==> src/rtl/bist_pkg.sv <==
// Shared types and helpers for the RAM BIST read-back path.
package bist_pkg;

  localparam int BIST_ADDR_W   = 10;
  localparam int BIST_DATA_W   = 8;
  localparam int BIST_WORD_MAX = 64;

  typedef enum logic [1:0] {
    IDLE  = 2'd0,
    READ  = 2'd1,
    DRAIN = 2'd2,
    DONE  = 2'd3
  } bist_state_e;

  // Callers truncate the result to their own data width.
  function automatic logic [BIST_WORD_MAX-1:0] bist_exp_word(
    input logic [BIST_WORD_MAX-1:0] seed,
    input logic                     inv
  );
    bist_exp_word = inv ? ~seed : seed;
  endfunction

endpackage

==> src/rtl/bist_rd_tag_pipe.sv <==
// RD_LAT-deep delay line of {valid, addr} tags that tracks reads in flight to the RAM.
module bist_rd_tag_pipe
  import bist_pkg::*;
#(
  parameter int ADDR_W = BIST_ADDR_W,
  parameter int RD_LAT = 1
) (
  input  logic              clk,
  input  logic              rst,
  input  logic              flush,
  input  logic              in_valid,
  input  logic [ADDR_W-1:0] in_addr,
  output logic              out_valid,
  output logic [ADDR_W-1:0] out_addr,
  output logic              pending
);

  logic [RD_LAT-1:0] vld_r;
  logic [ADDR_W-1:0] addr_r [RD_LAT];
  logic              pending_s;

  // Tag shift register; flush drops every tag still in flight.
  always_ff @(posedge clk or negedge rst) begin
    if (!rst) begin
      vld_r <= '0;
      for (int i = 0; i < RD_LAT; i++) addr_r[i] <= '0;
    end else if (flush) begin
      vld_r <= '0;
      for (int i = 0; i < RD_LAT; i++) addr_r[i] <= '0;
    end else begin
      vld_r[0]  <= in_valid;
      addr_r[0] <= in_addr;
      for (int i = 1; i < RD_LAT; i++) begin
        vld_r[i]  <= vld_r[i-1];
        addr_r[i] <= addr_r[i-1];
      end
    end
  end

  // Tags still behind the output stage; the output stage itself is consumed this cycle.
  always_comb begin
    pending_s = 1'b0;
    for (int i = 0; i < RD_LAT - 1; i++) pending_s = pending_s | vld_r[i];
  end

  assign out_valid = vld_r[RD_LAT-1];
  assign out_addr  = addr_r[RD_LAT-1];
  assign pending   = pending_s;

endmodule

==> config.mk <==
export PLATFORM = sky130hd
export DESIGN_NAME = bist_rd_tag_pipe
export DESIGN_NICKNAME = d
export VERILOG_FILES = /design/src/rtl/bist_pkg.sv /design/src/rtl/bist_rd_tag_pipe.sv
export SDC_FILE = /design/constraint.sdc
export NUM_CORES = 1
export LEC_CHECK = 0
export ABC_CLOCK_PERIOD_IN_PS = 800
export BUFFER_PORTS_ARGS = -buffer_cell sky130_fd_sc_hd__buf_2
export CORE_AREA = 10 10 47 49
export DETAILED_ROUTE_END_ITERATION = 8
export DIE_AREA = 0 0 57 59
export SYNTH_ARGS = -nofsm -noshare
export SYNTH_HDL_FRONTEND = slang
export SYNTH_SLANG_ARGS = --single-unit
==> constraint.sdc <==
create_clock -name clk -period 0.8 [get_ports clk]
set_clock_uncertainty 0.05 [all_clocks]
set_input_delay 0.04 -clock clk [delete_from_list [all_inputs] [get_ports clk]]
set_output_delay 0.04 -clock clk [all_outputs]
set_load 0.005 [all_outputs]
Word-level counts from Yosys, hierarchy flattened
Index checks and enable logic that the tools add are counted.
{"block": "word_totals", "register_bits": 11, "word_cells": 4, "in_bits": 14}
{"block": "classes", "muxes": 2}
{"cell": "$mux W10", "n": 1}
{"cell": "$mux W1", "n": 1}

Depth between registers and ports, before layout
{"block": "depth", "word_depth": 1, "depth_mapped": 2, "depth_no_buf": 1}

Least setup slack after synthesis
Ideal clock, no wire load.
{"block": "synth_timing", "kind": "register -> output", "from": "register addr_r, in the netlist out_addr[0]", "to": "output out_addr[0]", "slack_ns": 0.361, "required_ns": 0.710, "stages_incl_launch_ff": 1, "t_arrival_ns": 0.349, "cell_sequence": "dfrtp_1"}
{"item": "start: declaration", "line": "bist_rd_tag_pipe.sv:19", "rtl": "logic [ADDR_W-1:0] addr_r [RD_LAT];"}
{"item": "start signal: indexed assignment", "line": "bist_rd_tag_pipe.sv:35", "rtl": "addr_r[i] <= addr_r[i-1];"}
{"item": "end: declaration", "line": "bist_rd_tag_pipe.sv:14", "rtl": "output logic [ADDR_W-1:0] out_addr,"}
No word-level cell between the ends.

Worst setup path in the final report
{"block": "layout_timing", "from": "register addr_r, in the netlist out_addr[7]", "to": "output out_addr[7]"}
No word-level cell between the ends.

==> metrics.md <==
| Metric | Value |
|---|---|
| First-pass GRT wire length | `1.400 mm` |
| Critical Path Source Type | `register` |
| Status | `finished with violations` |
| RSZ-0062 raised after global routing | `true` |
| H-tree Lvls | `1` |
| Mux share of post-synthesis cell area | `0%` |
| Sequential-to-total area share from yosys stat | `68.11%` |
| Largest fanout on the critical path | `1` |
| Largest family of logic cells by synthesized area | `simple AND/OR/NAND/NOR gates` |
| TritonCTS clock tree | `done` |
| DP Area | `545.5 um^2` |
| Post-Synth Adder-Cell Area | `0%` |
| Die extent in x | `57 um` |
| Synth Area in Simple Gates | `26.32%` |
| Share of cells above drive strength 1 | `59.09%` |
| Post-DR vias/cell | `3.659` |
| Area contributors post-synth | `dfrtp_1 68%, nor2b_2 17%, nor2b_4 6.8%` |
| Dominant cell type by area after synthesis | `dfrtp_1` |
| Fin crit share | `104.2%` |
| Final setup vio count | `11` |
| Rows | `14` |
| VDD IR-drop max | `0.7563 mV` |
| ANT cells | `0` |
| Critical-path top delay cell | `dfrtp_1` |
| Critical Path AT | `0.74 ns` |
| CP Class | `register to output port` |
| Critical path cell sequence | `buf_2` |
| LEAKAGE | `0.3767 nW` |
| Gate Count Post-Synth | `25` |
| # IOs | `26` |
| Number of max-cap violations | `0` |
| Post-Syn Nets | `39` |
| Fin area | `711.9 um^2` |
| EDFF count, synth | `0` |
| Crit. End Element | `output port` |
| Pre-CTS WS | `0.1657 ns` |
| Total GRT Usage | `5.514%` |
| Synth Register Bits | `11` |
| Worst-path clk slew | `0.06 ns` |
| RePlAce Congestion | `0.6469` |
| Filler cells | `136` |
| Routed len/inst | `11.52 um` |
| Die area | `3363 um^2` |
| Min Tclk post-route | `about 0.83 ns` |
| Via count | `300` |
| Largest stage delay, worst path | `0.36 ns` |
| Critical Path RT | `0.71 ns` |
| Num CTS Buffers | `3` |
| Routed Antenna Nets | `0` |
| Crit path buf inv count | `1` |
| Final #Nets | `81` |
| Crit path max-delay family | `flip-flops` |
| Clock Path Buffers | `2` |
| Post-CTS resize count | `0` |
| GRT overflow | `0` |
| Post-synthesis area per instance | `approximately 16 um^2` |
| Die height | `59 um` |
| List of most frequent post-synthesis cells | `11 x dfrtp_1, 8 x nor2b_2, 2 x nor2b_4` |
| Root buffer cell | `clkbuf_4` |
| Ys flop type | `dfrtp_1` |
| Power per cell area | `1590 nW/um^2` |
| Cell with the most instances after synthesis | `dfrtp_1` |
| Iteration-0 DRC count of the detailed router | `2` |
| Initial Utilization | `between 20% and 30%` |
| FFs w/ async S/R, synth | `100.0%` |
| Unique masters post-synth | `7` |
| Mapped cell area | `404.1 um^2` |
| Synth Area in XOR/XNOR | `0%` |
| DRT Pass-1 Iters | `2` |
| Synth Area in Compound Gates | `0%` |
| Area Overhead vs Synth | `76.16%` |
| Vias in the first global route | `324` |
| Min-delay worst type | `input pin to register` |
| Total core area | `1401 um^2` |
| Area share of the largest cell type after synthesis | `between 60% and 70%` |
| Hold Vio Cnt, Final | `0` |
| Violated checks | `setup timing` |
| DRC Markers | `0` |
| Slew Viols, Final | `0` |
| Fmax | `1.200 GHz` |
| PortBufs | `24` |
| Detailed Route WL | `roughly 950 um` |
| Antenna violations before repair | `0` |
| CTS sink count | `11` |
| Final core utilization | `50.80%` |
| Setup ws final | `-0.03332 ns` |
| Largest net degree at the start of global routing | `12` |
| Number of warnings issued by yosys | `0` |
## stage by stage
stage               TNS [ns]  hold slack [ns]  instances  power (W)
floorplan                  0          -0.3056         25  0.0006574
global placement           0          -0.1338         64  0.0007323
detailed placement         0          -0.1334         64  0.0007334
CTS                  -0.4605          0.04714         82   0.001157
global route         -0.6560          0.05497         82   0.001192
finish               -0.2928          0.05397         82   0.001132
## routing by layer
metal | global-route usage [%] | part of all wire (%)
met2 | 7.907 | 47
met3 | 3.863 | 10
met5 | 0 | 0
met4 | 4.027 | 0
met1 | 5.535 | 43
## state kept, by name, indices dropped and copies added, names as in the netlist
signal	flops
out_valid	1
out_addr	10
## cells by family (layout without fill, tap and decap cells)
group,count (synthesis),count (layout)
other,1,1
buffers and inverters,2,43
DFF,11,11
and+or+nand+nor,11,11
## cells in the final DEF (no fill, tap or decap), drive strengths merged
cell,synthesis,final
buf,2,25
dlygate4sd3,0,14
dfrtp,11,11
nor2b,10,10
clkbuf,0,4
and2b,1,1
conb,1,1
## area by class of cell
type	count	area (um^2)	share of cell area (%)
repair buffers	39	280.3	39.37
flip-flops and latches	11	275.3	38.66
multi-input cells	12	110.1	15.47
clock buffers	4	26.28	3.691
well taps	16	20.02	2.812
## path summary, 6_finish.rpt
path                                       start               endpoint  cells after the start
setup / recovery           out_addr[7]$_DFF_PN0_            out_addr[7]                      1
hold / removal                             flush  out_addr[5]$_DFF_PN0_                      3
max in group asynchronous                    rst  out_addr[9]$_DFF_PN0_                      2
min in group asynchronous                    rst    out_valid$_DFF_PN0_                      2
## what timing repair did
| action | CTS | global route |
|---|---|---|
| endpoints found under the hold margin | 22 | 0 |
| gates cloned | 0 | 0 |
| setup buffers | 0 | 0 |
| setup endpoints to repair | 11 | 11 |
| hold buffers | 14 | 0 |
## report_power, final
part / switching [W] / leakage (nW) / internal, W / total (W)
logic: 0.0000621 / 0.220 / 0.000121 / 0.000183
registers: 0.00000556 / 0.142 / 0.000584 / 0.000589
clock network: 0.000168 / 0.0150 / 0.000193 / 0.000360
total: 0.000235 / 0.377 / 0.000897 / 0.00113
(Power assumes the default switching activity.)
